<file path="src/rtl/vga_mem_pkg.sv">
// Shared constants for the VGA frame-buffer arbiter: state encoding, requester IDs, default widths.
// Optional statistics outputs are enabled in vga_mem_arb by defining VGA_ARB_STATS_EN.
package vga_mem_pkg;

    localparam int unsigned ADDR_W_DEF    = 20;
    localparam int unsigned DATA_W_DEF    = 16;
    localparam int unsigned BURST_LEN_DEF = 16;
    localparam int unsigned LEN_W_DEF     = 5;
    localparam int unsigned STAT_W        = 16;

    typedef enum logic [2:0] {
        IDLE    = 3'd0,
        RD_CMD  = 3'd1,
        RD_DATA = 3'd2,
        WR_CMD  = 3'd3,
        WR_DATA = 3'd4
    } arb_state_e;

    // Requester IDs as held in last_grant
    localparam logic RD = 1'b0;
    localparam logic WR = 1'b1;

    // Saturating increment for the statistics counters
    function automatic logic [STAT_W-1:0] sat_inc(input logic [STAT_W-1:0] v, input logic en);
        return (en && (v != {STAT_W{1'b1}})) ? v + STAT_W'(1) : v;
    endfunction

endpackage

</file>
<file path="src/rtl/vga_arb_pick.sv">
// Two-way grant selector: display urgency first, then round-robin against last_grant.
module vga_arb_pick
    import vga_mem_pkg::*;
(
    input  logic       disp_req,
    input  logic       disp_urgent,
    input  logic       wr_req,
    input  logic       last_grant,
    output logic [1:0] gnt_c      // bit 0 = display read, bit 1 = writer
);

    always_comb begin
        gnt_c = 2'b00;
        if (disp_req && disp_urgent) begin
            gnt_c = 2'b01;
        end else if (disp_req && wr_req) begin
            gnt_c = (last_grant == RD) ? 2'b10 : 2'b01;
        end else if (disp_req) begin
            gnt_c = 2'b01;
        end else if (wr_req) begin
            gnt_c = 2'b10;
        end
    end

endmodule

</file>
<file path="src/rtl/vga_mem_arb.sv">
// Frame-buffer memory port arbiter between display refill reads and drawing-engine writes.
// Define VGA_ARB_STATS_EN to add saturating burst/urgency statistics outputs.
module vga_mem_arb
    import vga_mem_pkg::*;
#(
    parameter int unsigned ADDR_W    = ADDR_W_DEF,
    parameter int unsigned DATA_W    = DATA_W_DEF,
    parameter int unsigned BURST_LEN = BURST_LEN_DEF,
    parameter int unsigned LEN_W     = LEN_W_DEF
) (
    input  logic              clk,
    input  logic              rst,
    input  logic              disp_req,
    input  logic              disp_urgent,
    input  logic [ADDR_W-1:0] disp_addr,
    output logic              disp_gnt,
    output logic [DATA_W-1:0] disp_rdata,
    output logic              disp_rvalid,
    input  logic              wr_req,
    input  logic [ADDR_W-1:0] wr_addr,
    input  logic [LEN_W-1:0]  wr_len,
    output logic              wr_gnt,
    input  logic [DATA_W-1:0] wr_wdata,
    input  logic              wr_wvalid,
    output logic              wr_wready,
    output logic              mem_cmd_valid,
    input  logic              mem_cmd_ready,
    output logic              mem_cmd_we,
    output logic [ADDR_W-1:0] mem_cmd_addr,
    output logic [LEN_W-1:0]  mem_cmd_len,
    output logic [DATA_W-1:0] mem_wdata,
    output logic              mem_wvalid,
    input  logic              mem_wready,
    input  logic [DATA_W-1:0] mem_rdata,
    input  logic              mem_rvalid
`ifdef VGA_ARB_STATS_EN
    ,
    output logic [15:0]       stat_rd_bursts,
    output logic [15:0]       stat_wr_bursts,
    output logic [15:0]       stat_urgent_wait
`endif
);

    localparam logic [LEN_W-1:0] BURST_LEN_L = LEN_W'(BURST_LEN);

    arb_state_e        state_q, state_d;
    logic              last_grant_q, last_grant_d;
    logic [ADDR_W-1:0] addr_q, addr_d;
    logic [LEN_W-1:0]  len_q, len_d;
    logic [LEN_W-1:0]  beat_q, beat_d;
    logic [1:0]        pick_gnt;

    vga_arb_pick u_pick (
        .disp_req    (disp_req),
        .disp_urgent (disp_urgent),
        .wr_req      (wr_req),
        .last_grant  (last_grant_q),
        .gnt_c       (pick_gnt)
    );

    // State and datapath registers
    always_ff @(posedge clk) begin
        if (rst) begin
            state_q      <= IDLE;
            last_grant_q <= WR;
            addr_q       <= '0;
            len_q        <= '0;
            beat_q       <= '0;
        end else begin
            state_q      <= state_d;
            last_grant_q <= last_grant_d;
            addr_q       <= addr_d;
            len_q        <= len_d;
            beat_q       <= beat_d;
        end
    end

    // Next state; command fields are captured on the IDLE decision and held until accepted
    always_comb begin
        state_d      = state_q;
        last_grant_d = last_grant_q;
        addr_d       = addr_q;
        len_d        = len_q;
        beat_d       = beat_q;
        case (state_q)
            IDLE: begin
                if (pick_gnt[0]) begin
                    state_d = RD_CMD;
                    addr_d  = disp_addr;
                    len_d   = BURST_LEN_L;
                end else if (pick_gnt[1]) begin
                    state_d = WR_CMD;
                    addr_d  = wr_addr;
                    len_d   = (wr_len == '0) ? LEN_W'(1) : wr_len;
                end
            end
            RD_CMD: begin
                if (mem_cmd_ready) begin
                    state_d      = RD_DATA;
                    last_grant_d = RD;
                    beat_d       = '0;
                end
            end
            RD_DATA: begin
                if (mem_rvalid) begin
                    beat_d = beat_q + LEN_W'(1);
                    if (beat_q == BURST_LEN_L - LEN_W'(1)) begin
                        state_d = IDLE;
                    end
                end
            end
            WR_CMD: begin
                if (mem_cmd_ready) begin
                    state_d      = WR_DATA;
                    last_grant_d = WR;
                    beat_d       = '0;
                end
            end
            WR_DATA: begin
                if (wr_wvalid && mem_wready) begin
                    beat_d = beat_q + LEN_W'(1);
                    if (beat_q == len_q - LEN_W'(1)) begin
                        state_d = IDLE;
                    end
                end
            end
            default: state_d = IDLE;
        endcase
    end

    // Outputs decoded from state; data handshakes pass straight through in their data state
    always_comb begin
        disp_gnt      = 1'b0;
        disp_rdata    = '0;
        disp_rvalid   = 1'b0;
        wr_gnt        = 1'b0;
        wr_wready     = 1'b0;
        mem_cmd_valid = 1'b0;
        mem_cmd_we    = 1'b0;
        mem_cmd_addr  = '0;
        mem_cmd_len   = '0;
        mem_wdata     = '0;
        mem_wvalid    = 1'b0;
        case (state_q)
            RD_CMD: begin
                mem_cmd_valid = 1'b1;
                mem_cmd_addr  = addr_q;
                mem_cmd_len   = len_q;
                disp_gnt      = mem_cmd_ready;
            end
            RD_DATA: begin
                disp_rvalid = mem_rvalid;
                disp_rdata  = mem_rdata;
            end
            WR_CMD: begin
                mem_cmd_valid = 1'b1;
                mem_cmd_we    = 1'b1;
                mem_cmd_addr  = addr_q;
                mem_cmd_len   = len_q;
                wr_gnt        = mem_cmd_ready;
            end
            WR_DATA: begin
                mem_wvalid = wr_wvalid;
                mem_wdata  = wr_wdata;
                wr_wready  = mem_wready;
            end
            default: ;
        endcase
    end

`ifdef VGA_ARB_STATS_EN
    logic [STAT_W-1:0] rd_cnt_q, rd_cnt_d;
    logic [STAT_W-1:0] wr_cnt_q, wr_cnt_d;
    logic [STAT_W-1:0] uw_cnt_q, uw_cnt_d;

    always_comb begin
        rd_cnt_d = sat_inc(rd_cnt_q, disp_gnt);
        wr_cnt_d = sat_inc(wr_cnt_q, wr_gnt);
        uw_cnt_d = sat_inc(uw_cnt_q, disp_urgent && (state_q != RD_CMD) && (state_q != RD_DATA));
    end

    always_ff @(posedge clk) begin
        if (rst) begin
            rd_cnt_q <= '0;
            wr_cnt_q <= '0;
            uw_cnt_q <= '0;
        end else begin
            rd_cnt_q <= rd_cnt_d;
            wr_cnt_q <= wr_cnt_d;
            uw_cnt_q <= uw_cnt_d;
        end
    end

    assign stat_rd_bursts   = rd_cnt_q;
    assign stat_wr_bursts   = wr_cnt_q;
    assign stat_urgent_wait = uw_cnt_q;
`endif

endmodule

</file>
<file path="config.mk">
export PLATFORM = sky130hd
export DESIGN_NAME = vga_mem_arb
export DESIGN_NICKNAME = d
export VERILOG_FILES = /design/src/rtl/vga_mem_pkg.sv /design/src/rtl/vga_arb_pick.sv /design/src/rtl/vga_mem_arb.sv
export SDC_FILE = /design/constraint.sdc
export NUM_CORES = 1
export LEC_CHECK = 0
export CAP_MARGIN = 15
export CORE_MARGIN = 8
export CORE_UTILIZATION = 35
export CTS_BUF_LIST = sky130_fd_sc_hd__clkbuf_16
export DETAILED_ROUTE_END_ITERATION = 7
export PLACE_DENSITY = 0.89
export SYNTH_ARGS = -nofsm -noshare
export SYNTH_HDL_FRONTEND = slang
export SYNTH_HIERARCHICAL = 1
export SYNTH_SLANG_ARGS = --single-unit
</file>
<file path="constraint.sdc">
create_clock -name clk -period 3.39 [get_ports clk]
set_input_delay 1.017 -clock clk [delete_from_list [all_inputs] [get_ports clk]]
set_output_delay 1.017 -clock clk [all_outputs]
set_load 0.005 [all_outputs]
</file>
==> summary.txt <==
Setup path
  – R2R setup slack: 1580 ps
  – CP delay by family, top: buffers and inverters
  – Worst setup EP type: primary output
  – Slowest cell delay on critical path: 510 ps
  – R2R Path End: len_q[0]
  – Number of stages on the worst setup path: 4
  – Crit path top cell by count: clkdlybuf4s50_1
  – Worst path slowest cell: clkdlybuf4s50_1
  – Worst r2r path cells: 6
  – Worst path buffer plus inverter count: 2
  – CP Cell Sequence: clkdlybuf4s50_1, nand2_1, nor2_1, clkdlybuf4s50_1
  – Setup crit start: mem_cmd_ready
  – CP Data Required Time: 2370 ps
  – CP Max Fanout: 3
  – FF-to-FF Start: last_grant_q
  – Startpoint types: input port
  – Crit path to: disp_gnt
  – Worst EP arrival: 2240 ps
  – CP Class: input port to primary output

Pwr
  – Sw Pwr: 391 uW
  – Clock network power share: 29.3%
  – Switch share: 28.0%
  – Pleak: 1.52 nW
  – Gate power share: 34.5%
  – Pwr dens: 361 nW/um^2
  – Int Pwr: 1.01 mW
  – Peak VDD IR: 0.000299 V
  – Seq pwr share: 36.1%

STA
  – Slew headroom: 59.2%
  – Final Setup Violations: 0
  – Tmin final: 3260 ps
  – Worst clock skew: 2.75 ps
  – Sum Neg Setup Slack: 0 ps
  – Post-layout worst setup margin: 131 ps
  – RSZ-0062 raised after global routing: no
  – Highest Clock Rate: 0.307 GHz
  – Worst-Margin Slew: 609 ps
  – Fin. max-slew vios: 0
  – Final hold slack: 491 ps
  – Final period utilization: 96.1%
  – Final hold vios: 0

Detailed routing
  – 1st-pass router iterations: 4
  – Initial DRC count: 74
  – Detailed Route WL: 7480 um
  – Routed Antenna Nets: 0
  – Via count: 2353
  – # DRC: 0
  – Drt wl/cell: 15.5 um
  – DR vias/cell: 4.88

Clock tree
  – Hold buffers post-CTS: 0
  – CTS tree: yes
  – CTS resizes: 0
  – CTS Root Buffer Type: clkbuf_16
  – Clk_lat worst skew: 270 ps
  – CTS Buf Count: 5
  – Setup repair bufs after CTS: 0
  – CTS sink count: 34
  – Htree depth: 2
  – Reg clk slew, reported paths: 50 ps
  – Clk buf depth: 2

Floorplanning
  – DIE WIDTH: 94.6 um
  – Number of I/O pins: 150
  – Rows: 28
  – Starting Density: 36.3%
  – Die footprint: 8940 sq um
  – Chip height: 94.6 um
  – Core ar.: 5960 sq um

Synthesis
  – Async SR Flop Fraction: 0%
  – Syn nets: 353
  – Mean Syn Cell Area: 8.18 sq um
  – #FFs+latches synth: 34
  – Mapped Cells: 264
  – Ys flop type: dfxtp_1
  – Sequential share of the synthesized area: 31.5%
  – EDFF count, synth: 0
  – Synthesized area: 2160 sq um
  – Synth unique cells: 40
  – Syn. warnings: 6

Global routing
  – Grt total ovfl: 0
  – Initial antenna violation count: 0
  – Total track usage: 15.8%
  – Largest net degree at the start of global routing: 46
  – Vias in the first global route: 2337
  – First-pass GRT wire length: 11300 um

Placed design
  – Pre-CTS setup slack: 140 ps
  – PortBufs: 149
  – Gpl congestion: 0.824
  – Final HPWL from detailed placement: 6100 um
  – Placed Instances: 475

Worst hold path
  – WHS Path Cells: 1
  – Hold_sp: last_grant_q
  – Hold Path Class: flip-flop to flip-flop

Layout
  – Area delta synth->final: 79.0%
  – Nets: 496
  – Non-Filler Instances: 482
  – Share of post-route cells with drive strength above 1: 4.18%
  – Fillers: 515
  – Number of diodes: 0

Job
  – Max-cap check violation count: 0

Outcome
  – Status: finished, final reports clean
## power by group through the flow
stage	combinational (mW)	sequential, mW	clock [mW]
after floorplan	0.256	0.491	0
after global placement	0.477	0.510	0
after detailed placement	0.487	0.513	0
after CTS	0.489	0.505	0.421
after global routing	0.527	0.514	0.434
final	0.482	0.505	0.410
## cell type report
type                            instances  area (sq um)  share of cell area [%]
Sequential cell                        34           681                    17.6
Clock buffer                            5           125                    3.24
Timing Repair Buffer                  156          1560                    40.3
Multi-Input combinational cell        206          1390                    35.9
Inverter                                4          15.0                   0.388
Tap cell                               75          93.8                    2.43
Clock inverter                          2          7.51                   0.194
## through the flow
| stage | power, mW | util [%] | area [sq um] |
|---|---|---|---|
| detailed placement | 1.00 | 62.7 | 3730 |
| CTS | 1.42 | 64.9 | 3870 |
| finish | 1.40 | 64.9 | 3870 |
| global route | 1.48 | 64.9 | 3870 |
| global placement | 0.986 | 62.7 | 3730 |
| floorplan | 0.747 | - | 2160 |
## cell families (layout without fill, tap and decap cells)
logic type	Yosys count	after routing	synth area share [%]
AND/OR/NAND/NOR	127	127	33.8
AO/OA/AOI/OAI	47	47	15.0
flip-flops	34	34	31.5
buffers and inverters	24	167	4.87
multiplexers	23	23	10.7
XOR/XNOR	6	6	2.43
adder cells (fa/ha/maj)	3	3	1.74
## worst min path at each step
stage | endpoint | slack (ps)
floorplan | len_q[1] | 450
global placement | len_q[1] | 470
detailed placement | last_grant_q | 480
CTS | addr_q[3] | 490
global route | addr_q[14] | 510
finish | last_grant_q | 490
## layout by cell type, fill, tap and decap left out, drive strengths merged, types with 3 or more instances in the layout
cell type	instances
buf	7
and2	60
xnor2	3
a211oi	22
clkdlybuf4s50	149
nand3	3
nand2	10
mux2i	23
clkbuf	5
dfxtp	34
a21oi	11
inv	6
o21ai	4
and3	3
xor2	3
ha	3
nor2	27
nand3b	4
nor3	5
nand2b	4
## Yosys cell counts, types with 3 or more instances
library cell  instances  area share [%]
a211oi_1             22             7.6
a21oi_1              11             2.5
and2_1               60              17
and3_1                3            0.87
buf_2                 6             1.4
clkbuf_1             13             2.3
dfxtp_1              34              32
ha_1                  3             1.7
inv_1                 4            0.70
mux2i_1              23              11
nand2_1              10             1.7
nand2b_1              4             1.2
nand3_1               3            0.70
nand3b_1              4             1.4
nor2_1               26             4.5
nor3_1                5             1.2
xnor2_1               3             1.2
xor2_1                3             1.2
## state kept, by name, indices dropped and copies added (netlist names)
name and count:
addr_q 20, last_grant_q 1, len_q 5, state_q 3, beat_q 5
## per-layer routing
metal | GRT usage [%] | up-vias | routed length, um
li1 | - | 1202 | -
met1 | 17.5 | 1043 | 3030
met2 | 28.7 | 101 | 3700
met3 | 4.52 | 7 | 681
met4 | 4.29 | 0 | 74
met5 | 0 | - | 0
(Power assumes the default switching activity.)
